<file path="config.mk">
export PLATFORM = sky130hd
export DESIGN_NAME = jt1943_objscan
export DESIGN_NICKNAME = d
export VERILOG_FILES = /design/src/rtl/jt1943_obj_pkg.sv /design/src/rtl/jt1943_objscan_buf.sv /design/src/rtl/jt1943_objscan.sv
export SDC_FILE = /design/constraint.sdc
export NUM_CORES = 2
export LEC_CHECK = 0
export BUFFER_PORTS_ARGS = -buffer_cell sky130_fd_sc_hd__buf_2
export CAP_MARGIN = 5
export CORE_MARGIN = 2
export CORE_UTILIZATION = 55
export CTS_CLUSTER_SIZE = 20
export DETAILED_ROUTE_END_ITERATION = 10
export PLACE_DENSITY = 0.79
export SYNTH_ARGS = -nofsm -noshare
export SYNTH_HDL_FRONTEND = slang
export SYNTH_SLANG_ARGS = --single-unit
</file>
<file path="constraint.sdc">
create_clock -name clk -period 8.31 [get_ports clk]
set_input_delay 0.831 -clock clk [delete_from_list [all_inputs] [get_ports clk]]
set_output_delay 0.831 -clock clk [all_outputs]
set_load 0.005 [all_outputs]
</file>
<file path="src/rtl/jt1943_obj_pkg.sv">
// Shared definitions for the per-line object scanner and its line buffer.
// Contents: geometry localparams, slot byte offsets, blank marker, scan FSM
// encoding, buffer write-port payload and the vertical zone check.
package jt1943_obj_pkg;

    localparam int unsigned OBJ_N  = 128;
    localparam int unsigned SLOTS  = 32;
    localparam int unsigned AW     = 9;
    localparam int unsigned OBJW   = 7;
    localparam int unsigned SLOTW  = 5;
    localparam int unsigned FOUNDW = 6;

    // Byte 2 of an empty slot: a y value that can never be in zone
    localparam logic [7:0] BLANK_Y = 8'hF8;

    localparam logic [1:0] CODE_LO = 2'd0;
    localparam logic [1:0] ATTR    = 2'd1;
    localparam logic [1:0] YPOS    = 2'd2;
    localparam logic [1:0] XPOS    = 2'd3;

    typedef enum logic [2:0] {
        ST_IDLE   = 3'd0,
        ST_RD_Y   = 3'd1,
        ST_WAIT_Y = 3'd2,
        ST_RD_B   = 3'd3,
        ST_NEXT   = 3'd4,
        ST_DONE   = 3'd5
    } scan_state_t;

    // One write into the line list being built
    typedef struct packed {
        logic             we;
        logic             set_vld;
        logic [SLOTW-1:0] slot;
        logic [1:0]       bsel;
        logic [7:0]       data;
    } obj_wr_t;

    // 16-line window starting two lines above y; a window whose end wraps
    // past 255 is treated as off screen, exactly as the drawer does
    function automatic logic in_zone(input logic [7:0] v, input logic [7:0] y);
        logic [7:0] ys;
        logic [7:0] ye;
        ys = y - 8'd2;
        ye = ys + 8'd16;
        return (ye > ys) && (v >= ys) && (v < ye);
    endfunction

endpackage

</file>
<file path="src/rtl/jt1943_objscan_buf.sv">
// Ping-pong object line buffer: two banks of SLOTS x 4 bytes with a valid bit
// per slot. The scanner writes bank wr_bank; the drawer reads bank ~wr_bank.
// Ports:
//   clk, rst_n  clock, async active-low reset (clears valid bits and read data)
//   wr_bank     bank currently owned by the scanner
//   clr         clear valid bits of ~wr_bank (the bank about to be written)
//   wport       write payload (byte write, optional valid set)
//   rd_slot     drawer slot index
//   rd_byte     drawer byte select
//   rd_data     registered read data, blank values for invalid slots
module jt1943_objscan_buf
    import jt1943_obj_pkg::*;
(
    input  logic             clk,
    input  logic             rst_n,
    input  logic             wr_bank,
    input  logic             clr,
    input  obj_wr_t          wport,
    input  logic [SLOTW-1:0] rd_slot,
    input  logic [1:0]       rd_byte,
    output logic [7:0]       rd_data
);

    localparam int unsigned DEPTH = 2 * SLOTS * 4;

    logic [7:0]            mem [DEPTH];
    logic [1:0][SLOTS-1:0] vld;
    logic                  rd_bank_c;
    logic [7:0]            blank_c;

    assign rd_bank_c = ~wr_bank;
    assign blank_c   = (rd_byte == YPOS) ? BLANK_Y : 8'h00;

    // Byte storage, no reset needed: only reachable through a valid bit
    always_ff @(posedge clk) begin
        if (wport.we) begin
            mem[{wr_bank, wport.slot, wport.bsel}] <= wport.data;
        end
    end

    // Valid bits; clr targets the bank that becomes the write bank after the swap
    always_ff @(posedge clk or negedge rst_n) begin
        if (!rst_n) begin
            vld <= '0;
        end else begin
            if (wport.set_vld) begin
                vld[wr_bank][wport.slot] <= 1'b1;
            end
            if (clr) begin
                vld[rd_bank_c] <= '0;
            end
        end
    end

    // Registered read port
    always_ff @(posedge clk or negedge rst_n) begin
        if (!rst_n) begin
            rd_data <= 8'h00;
        end else begin
            rd_data <= vld[rd_bank_c][rd_slot] ? mem[{rd_bank_c, rd_slot, rd_byte}] : blank_c;
        end
    end

endmodule

</file>
<file path="src/rtl/jt1943_objscan.sv">
// Per-line sprite scanner. While line N is displayed it walks object RAM,
// picks the objects in vertical zone for line V and packs them into the
// write bank of a ping-pong line list; the drawer reads the other bank.
// Optional feature: define JT1943_OBJSCAN_OVF_EN to get obj_ovf, set when an
// in-zone object finds the list already full (cleared at HINIT).
// Ports:
//   clk, rst_n   clock, async active-low reset
//   HINIT        line start pulse: swap banks, restart scan
//   V            line the list is built for
//   objram_addr  object RAM address {obj, byte}
//   objram_data  object RAM data, one clock after the address
//   objcnt       drawer slot index
//   pxlcnt       drawer pixel count, [1:0] selects the byte
//   objbuf_data  registered slot byte for the drawer
//   obj_ovf      list overflow flag (0 unless the macro is defined)
module jt1943_objscan
    import jt1943_obj_pkg::*;
(
    input  logic          clk,
    input  logic          rst_n,
    input  logic          HINIT,
    input  logic [7:0]    V,
    output logic [AW-1:0] objram_addr,
    input  logic [7:0]    objram_data,
    input  logic [4:0]    objcnt,
    input  logic [3:0]    pxlcnt,
    output logic [7:0]    objbuf_data,
    output logic          obj_ovf
);

    scan_state_t       state, state_nxt;
    logic [OBJW-1:0]   obj, obj_nxt;
    logic [FOUNDW-1:0] found, found_nxt;
    logic [2:0]        bcnt, bcnt_nxt;
    logic [7:0]        y_lat, y_nxt;
    logic              wr, wr_nxt;
    logic [AW-1:0]     addr_nxt;
    obj_wr_t           wport_c;
    logic              last_obj_c;
    logic              full_c;
    logic              zone_c;
    logic              unused_pxl_c;

    assign last_obj_c   = (obj == OBJW'(OBJ_N - 1));
    assign full_c       = (found == FOUNDW'(SLOTS));
    assign zone_c       = in_zone(V, objram_data);
    assign unused_pxl_c = ^pxlcnt[3:2];

    // State register
    always_ff @(posedge clk or negedge rst_n) begin
        if (!rst_n) begin
            state <= ST_IDLE;
        end else begin
            state <= state_nxt;
        end
    end

    // Next state; HINIT restarts the scan from any state
    always_comb begin
        state_nxt = state;
        if (HINIT) begin
            state_nxt = ST_RD_Y;
        end else begin
            case (state)
                ST_RD_Y:   state_nxt = ST_WAIT_Y;
                ST_WAIT_Y: begin
                    if (zone_c && full_c) begin
                        state_nxt = ST_DONE;
                    end else if (zone_c) begin
                        state_nxt = ST_RD_B;
                    end else begin
                        state_nxt = ST_NEXT;
                    end
                end
                ST_RD_B:   if (bcnt == 3'd4) state_nxt = ST_NEXT;
`ifdef JT1943_OBJSCAN_OVF_EN
                // Keep scanning after the list fills so an overflow can be seen
                ST_NEXT:   state_nxt = last_obj_c ? ST_DONE : ST_RD_Y;
`else
                ST_NEXT:   state_nxt = (last_obj_c || full_c) ? ST_DONE : ST_RD_Y;
`endif
                default:   state_nxt = state;
            endcase
        end
    end

    // Datapath and buffer writes. The RAM address is loaded on entry to each
    // read state so the returned byte is ready in the following state.
    always_comb begin
        obj_nxt   = obj;
        found_nxt = found;
        bcnt_nxt  = bcnt;
        y_nxt     = y_lat;
        wr_nxt    = wr;
        addr_nxt  = objram_addr;
        wport_c   = '0;
        if (HINIT) begin
            wr_nxt    = ~wr;
            found_nxt = FOUNDW'(1);
            obj_nxt   = '0;
            bcnt_nxt  = '0;
            addr_nxt  = {OBJW'(0), YPOS};
        end else begin
            case (state)
                ST_WAIT_Y: begin
                    if (zone_c && !full_c) begin
                        y_nxt    = objram_data;
                        bcnt_nxt = '0;
                        addr_nxt = {obj, CODE_LO};
                    end
                end
                ST_RD_B: begin
                    bcnt_nxt     = bcnt + 3'd1;
                    wport_c.slot = found[SLOTW-1:0];
                    case (bcnt)
                        3'd0: addr_nxt = {obj, ATTR};
                        3'd1: begin
                            addr_nxt     = {obj, XPOS};
                            wport_c.we   = 1'b1;
                            wport_c.bsel = CODE_LO;
                            wport_c.data = objram_data;
                        end
                        3'd2: begin
                            wport_c.we   = 1'b1;
                            wport_c.bsel = ATTR;
                            wport_c.data = objram_data;
                        end
                        3'd3: begin
                            wport_c.we   = 1'b1;
                            wport_c.bsel = XPOS;
                            wport_c.data = objram_data;
                        end
                        3'd4: begin
                            // y was latched at the zone check, so the slot completes here
                            wport_c.we      = 1'b1;
                            wport_c.set_vld = 1'b1;
                            wport_c.bsel    = YPOS;
                            wport_c.data    = y_lat;
                            found_nxt       = found + FOUNDW'(1);
                        end
                        default: ;
                    endcase
                end
                ST_NEXT: begin
                    if (state_nxt == ST_RD_Y) begin
                        obj_nxt  = obj + OBJW'(1);
                        addr_nxt = {obj + OBJW'(1), YPOS};
                    end
                end
                default: ;
            endcase
        end
    end

    always_ff @(posedge clk or negedge rst_n) begin
        if (!rst_n) begin
            obj         <= '0;
            found       <= '0;
            bcnt        <= '0;
            y_lat       <= '0;
            wr          <= 1'b0;
            objram_addr <= '0;
        end else begin
            obj         <= obj_nxt;
            found       <= found_nxt;
            bcnt        <= bcnt_nxt;
            y_lat       <= y_nxt;
            wr          <= wr_nxt;
            objram_addr <= addr_nxt;
        end
    end

`ifdef JT1943_OBJSCAN_OVF_EN
    logic ovf, ovf_nxt;

    always_comb begin
        ovf_nxt = ovf;
        if (HINIT) begin
            ovf_nxt = 1'b0;
        end else if (state == ST_WAIT_Y && zone_c && full_c) begin
            ovf_nxt = 1'b1;
        end
    end

    always_ff @(posedge clk or negedge rst_n) begin
        if (!rst_n) begin
            ovf <= 1'b0;
        end else begin
            ovf <= ovf_nxt;
        end
    end

    assign obj_ovf = ovf;
`else
    assign obj_ovf = 1'b0;
`endif

    jt1943_objscan_buf u_buf (
        .clk     (clk),
        .rst_n   (rst_n),
        .wr_bank (wr),
        .clr     (HINIT),
        .wport   (wport_c),
        .rd_slot (objcnt),
        .rd_byte (pxlcnt[1:0]),
        .rd_data (objbuf_data)
    );

endmodule

</file>
Word level (Yosys, flattened, before mapping)
Memories as Yosys holds them, arrays and structs flattened. Index checks and enable logic that the tools add are counted.

Register bits after elaboration: 109. Bits in latches: 0. Memory bits (writable): 2048. ROM bits: 0. Input port bits: 28. Output and inout port bits: 18. Memories: 1.

Memory list: u_buf.mem (words 256, width 8, read ports 1, clocked after memory_dff 0, wr ports 1, RTL line jt1943_objscan_buf.sv:26) `logic [7:0] mem [DEPTH];`.

Add/subtract/negate cells: 5. Multiply operators: 0. Div/mod/pow operators: 0. Order comparisons: 10. Equal/unequal tests: 15. Shifts and indexed selects: 0. Multiplexer cells: 41. Bitwise logic cells: 5. Reductions and logical operators: 22.

Operators with widths (count): $mux 32 (4); $mux 64 (2); $and 64x64->64 (1); $demux 32 s1 (2); $not 64->64 (1); $or 64x64->64 (1); $pmux 10 s4 (1); $mux 17 (2); $mux 9 (3); $pmux 9 s3 (1); $mux 3 (7); $mux 7 (3); $mux 6 (3); $pmux 9 s2 (1); $mux 8 (2); $eq 3x2->1 const B (4); $lt 5x6->1 const B (2); $pmux 3 s4 (1); $eq 3x1->1 const B (3); $add 8x5->8 const B (1); $ge 8x8->1 (1); $gt 8x8->1 (1); $lt 8x8->1 (1); $reduce_bool 2->1 (4); 28 further kinds (46).

Depth between registers and ports, before layout
Word-level depth: 15. Gate-level depth with buffers: 16.

Modules after synthesis
Synthesis repeated with hierarchy kept, for this count alone.

Cell total of the unflattened synthesis: 4193. Area, all modules: 84995.3 sq um.

By module, submodules not included: jt1943_objscan_buf (instances 1, cells an instance 3876, area an instance 82212.6 sq um); jt1943_objscan (instances 1, cells an instance 317, area an instance 2782.7 sq um).

Worst setup path after synthesis
No wires, ideal clock.

Path kind: reg2reg. Start point: register bcnt[0]. End point: memory u_buf.mem[0][0] (data pin). Arrival time: 7.203 ns. Required time: 6.917 ns. Setup slack: -0.286 ns. Cell stages (with the launch flop): 8. Buffers on the path: 1. Cells stage by stage: dfrtp_1 > inv_1 > ha_1 > inv_1 > nor2_1 > clkbuf_1 > a22oi_1 > nor2_1.

RTL lines: start: declaration (RTL line jt1943_objscan.sv:34) `logic [2:0] bcnt, bcnt_nxt;`; start signal: assignment (RTL line jt1943_objscan.sv:166) `bcnt <= bcnt_nxt;`; end: declaration (RTL line jt1943_objscan_buf.sv:26).

Worst setup path after layout
Start point: register bcnt[0]. End point: memory u_buf.mem[196][3] (enable).

Cells in the longest elaborated chain, start to end: 7.

RTL lines: $eq 3x3->1 (tied with other cells) (RTL line jt1943_objscan.sv:115) `case (bcnt)`; $reduce_or 4->1 (no source line); $mux 1 (RTL line jt1943_objscan.sv:115); $mux 17 * (RTL line jt1943_objscan.sv:104) `case (state)`; $mux 17 * (RTL line jt1943_objscan.sv:97) `if (HINIT) begin`; $mux 1 (RTL line jt1943_objscan_buf.sv:36) `if (wport.we) begin`; $mux 1 (implied by the code) (RTL line jt1943_objscan_buf.sv:37) `mem[{wr_bank, wport.slot, wport.bsel}] <= wport.data;`.

Mark *: on every way between the ends. The rest lies on a longest branch, timed or not.

==> metrics.csv <==
stage,metric,value,unit
timing,fmax,0.204,GHz
timing,slew_viol_final,0,
placed_design,dp_hpwl,108,mm
timing,finalCriticalPeriod,4.90,ns
grt,grt_pass1_vias,43258,
setup_path,critical_path_arrival,5.34,ns
clock_network,cts-buffers-inserted,196,
layout,layout_common_cells,"2048 x edfxtp_1, 540 x mux4_2, 363 x nor2_1",
logic_synthesis,synthFlopType,edfxtp_1,
setup_path,cp.required,8.75,ns
clock_network,clk_pin_slew,0.06,ns
setup_path,critPathKind,flip-flop to flip-flop,
logic_synthesis,syn_inst,4120,
route,post-route-drc-count,0,
die,fp.dieH,396,um
route,drt_iter0_drc,6536,
clock_network,cts_resized,0,
grt,track_usage,26.1,%
die,io_pins,46,
logic_synthesis,syn_area_per_cell,20.5,sq um
die,die_area,156000,sq um
clock_network,cts-root-buf,clkbuf_16,
power_and_ir_drop,p_per_area,235,nW/um^2
logic_synthesis,synth_edf_count,2048,
placed_design,numPortBuffers,42,
setup_path,slowest_stage,nor2_1,
layout,syn_to_final_growth,10.3,%
clock_network,cts_tree,yes,
layout,drive_above_1_share,22.4,%
setup_path,max_stage_delay,0.95,ns
layout,fin_nets,4231,
clock_network,clk_latency,0.85,ns
status,status,finished clean,
placed_design,pre_cts_slack,3.44,ns
route,vias_per_cell,6.80,
setup_path,worstSetupEndpointType,flip-flop,
power_and_ir_drop,power_leakage,26.9,nW
hold_path,min_path_type,primary input to flip-flop,
setup_path,critical_path.most_common_cell,nor2_1,
logic_synthesis,synth_area,84300,sq um
logic_synthesis,async_reset_ff_share,5.05,%
placed_design,routabilityCongestion,0.823,
timing,setup_tns,0,ns
timing,rsz0062_at_grt,no,
die,rows,143,
power_and_ir_drop,power_frac_seq,54.5,%
layout,regArea,64200,sq um
grt,grt-ovfl-total,0,
route,vias,43449,
clock_network,htreeDepth,4,
grt,grt_pass1_wl,296,mm
power_and_ir_drop,power,21.8,mW
timing,finalCritPeriodShare,59.0,%
setup_path,crit_fanout,16,
setup_path,start_kind,flip-flop,
setup_path,path_cells,inv_1 -> ha_1 -> nor2_1 -> o21bai_1 -> nor2_1 -> nor2_1 -> nand3_1 -> nor2_1,
timing,fin_skew,0.0391,ns
setup_path,path_buf_inv,1,
grt,grt_max_degree,257,
timing,worst_pin_slew,1.42,ns
route,antenna_left,0,
route,wl,204,mm
clock_network,cts_setup_buffers,0,
logic_synthesis,synth.ff_latch_count,2157,
timing,slew_headroom,4.51,%
logic_synthesis,yosysSeqAreaShare,76.2,%
timing,fin_ws,3.41,ns
power_and_ir_drop,clockPowerShare,40.2,%
logic_synthesis,syn_nets,4170,
timing,setup_viol,0,
die,die_w,396,um
die,initial_core_util,55.4,%
run,cap_violations,0,
clock_network,cts.sinks,2157,
layout,final_common_cell,edfxtp_1,
route,wl_per_cell,31.9,um
power_and_ir_drop,switching_share,22.0,%
logic_synthesis,synth_warnings,0,
setup_path,critPathTopFamily,simple AND/OR/NAND/NOR gates,
grt,antenna_found_initial,13,
timing,hold_viol,0,
layout,fillers,9980,
power_and_ir_drop,switchingPower,4.80,mW
power_and_ir_drop,p_int,17.0,mW
clock_network,cts_buffer_depth,3,
power_and_ir_drop,p_comb_share,5.2,%
logic_synthesis,synth.distinct_cells,68,
layout,multi_input_area,18900,sq um
power_and_ir_drop,vdd_drop_max,0.233,mV
die,fp.coreArea,152000,sq um
route,dr.pass1.iters,6,
clock_network,postCtsHoldBufs,1,
## through the flow
step                      cells  utilization (%)  hold WS [ns]  cell area, sq um
after floorplan            4120                -         0.450             84300
after global placement     6012             57.1         0.471             86800
after detailed placement   6012             57.1         0.473             86800
after CTS                  6383             61.1         0.228             93000
after global routing       6383             61.1         0.254             93000
final                      6388             61.2         0.285             93000
## final cells by class
class / instances / share of cell area [%]
Antenna cell: 5 / 0.0135
Clock buffer: 260 / 5.64
Clock inverter: 110 / 1.03
Inverter: 26 / 0.105
Multi-Input combinational cell: 1683 / 20.3
Sequential cell: 2157 / 69.1
Tap cell: 2030 / 2.73
Timing Repair Buffer: 117 / 1.09
## power groups by stage
stage	logic, mW	registers [mW]	clock network [mW]
floorplan	0.775	12.1	0
global placement	1.10	12.1	0
detailed placement	1.12	12.1	0
CTS	1.13	11.9	8.84
global route	1.21	11.9	9.23
finish	1.14	11.9	8.78
## registers in the layout, summed over array words and instances, names as in the netlist
name,cells
bcnt,3
found,6
obj,7
objram_addr,9
state,3
u_buf.mem,2048
u_buf.rd_data,8
u_buf.vld,64
wr,1
y_lat,8
## final timing paths
| path | cells after the start | end | start | slack (ns) |
|---|---|---|---|---|
| setup / recovery | 8 | u_buf.mem[196][3] | bcnt[0] | 3.41 |
| hold / removal | 2 | y_lat[0] | objram_data[0] | 0.28 |
| setup reg to reg | 8 | u_buf.mem[196][3] | bcnt[0] | 3.41 |
| hold reg to reg | 2 | y_lat[6] | y_lat[6] | 0.49 |
| max in group asynchronous | 3 | u_buf.rd_data[7] | rst_n | 6.44 |
| min in group asynchronous | 2 | objram_addr[3] | rst_n | 0.47 |
## cells in the mapped netlist, types with 5 or more instances
library cell / n / share of area, %
edfxtp_1: 2048 / 73
clkbuf_1: 129 / 0.57
nor2b_1: 13 / 0.096
nand2_1: 58 / 0.26
mux4_2: 540 / 14
xor2_1: 8 / 0.083
a22oi_1: 189 / 1.7
nand4_1: 6 / 0.045
ha_1: 22 / 0.33
mux2_2: 5 / 0.067
buf_2: 56 / 0.33
or3_1: 5 / 0.037
buf_4: 28 / 0.25
mux2i_1: 31 / 0.37
nand3_1: 22 / 0.13
a21oi_1: 174 / 1.0
and2_1: 5 / 0.037
buf_1: 32 / 0.14
nand2b_1: 15 / 0.11
nor4_1: 17 / 0.13
buf_6: 9 / 0.12
inv_1: 26 / 0.12
nor2_1: 372 / 1.7
dfrtp_1: 109 / 3.2
o21ai_0: 24 / 0.14
a221oi_1: 20 / 0.21
a31oi_1: 5 / 0.037
mux2_4: 5 / 0.089
a22o_1: 20 / 0.21
nor3_1: 25 / 0.15
xnor2_1: 9 / 0.094
o22ai_1: 29 / 0.22
## routing by layer
layer	GRT usage, %	vias up	part of all wire (%)	wire, um
li1	-	17168	-	-
met1	36.1	22473	36	72400
met2	40.1	3260	48	97000
met3	6.35	544	12	24700
met4	11.3	4	4.6	9400
met5	0	-	0.029	60
## cell families after synthesis
family | share of synthesized area, %
other cells | 0.00445
mux | 14.9
simple gates | 2.90
buf+inv | 1.53
xor+xnor | 0.177
flops | 76.2
compound gates | 3.93
fa+ha+maj | 0.326
Note: power is estimated with default switching activity, not from simulation.
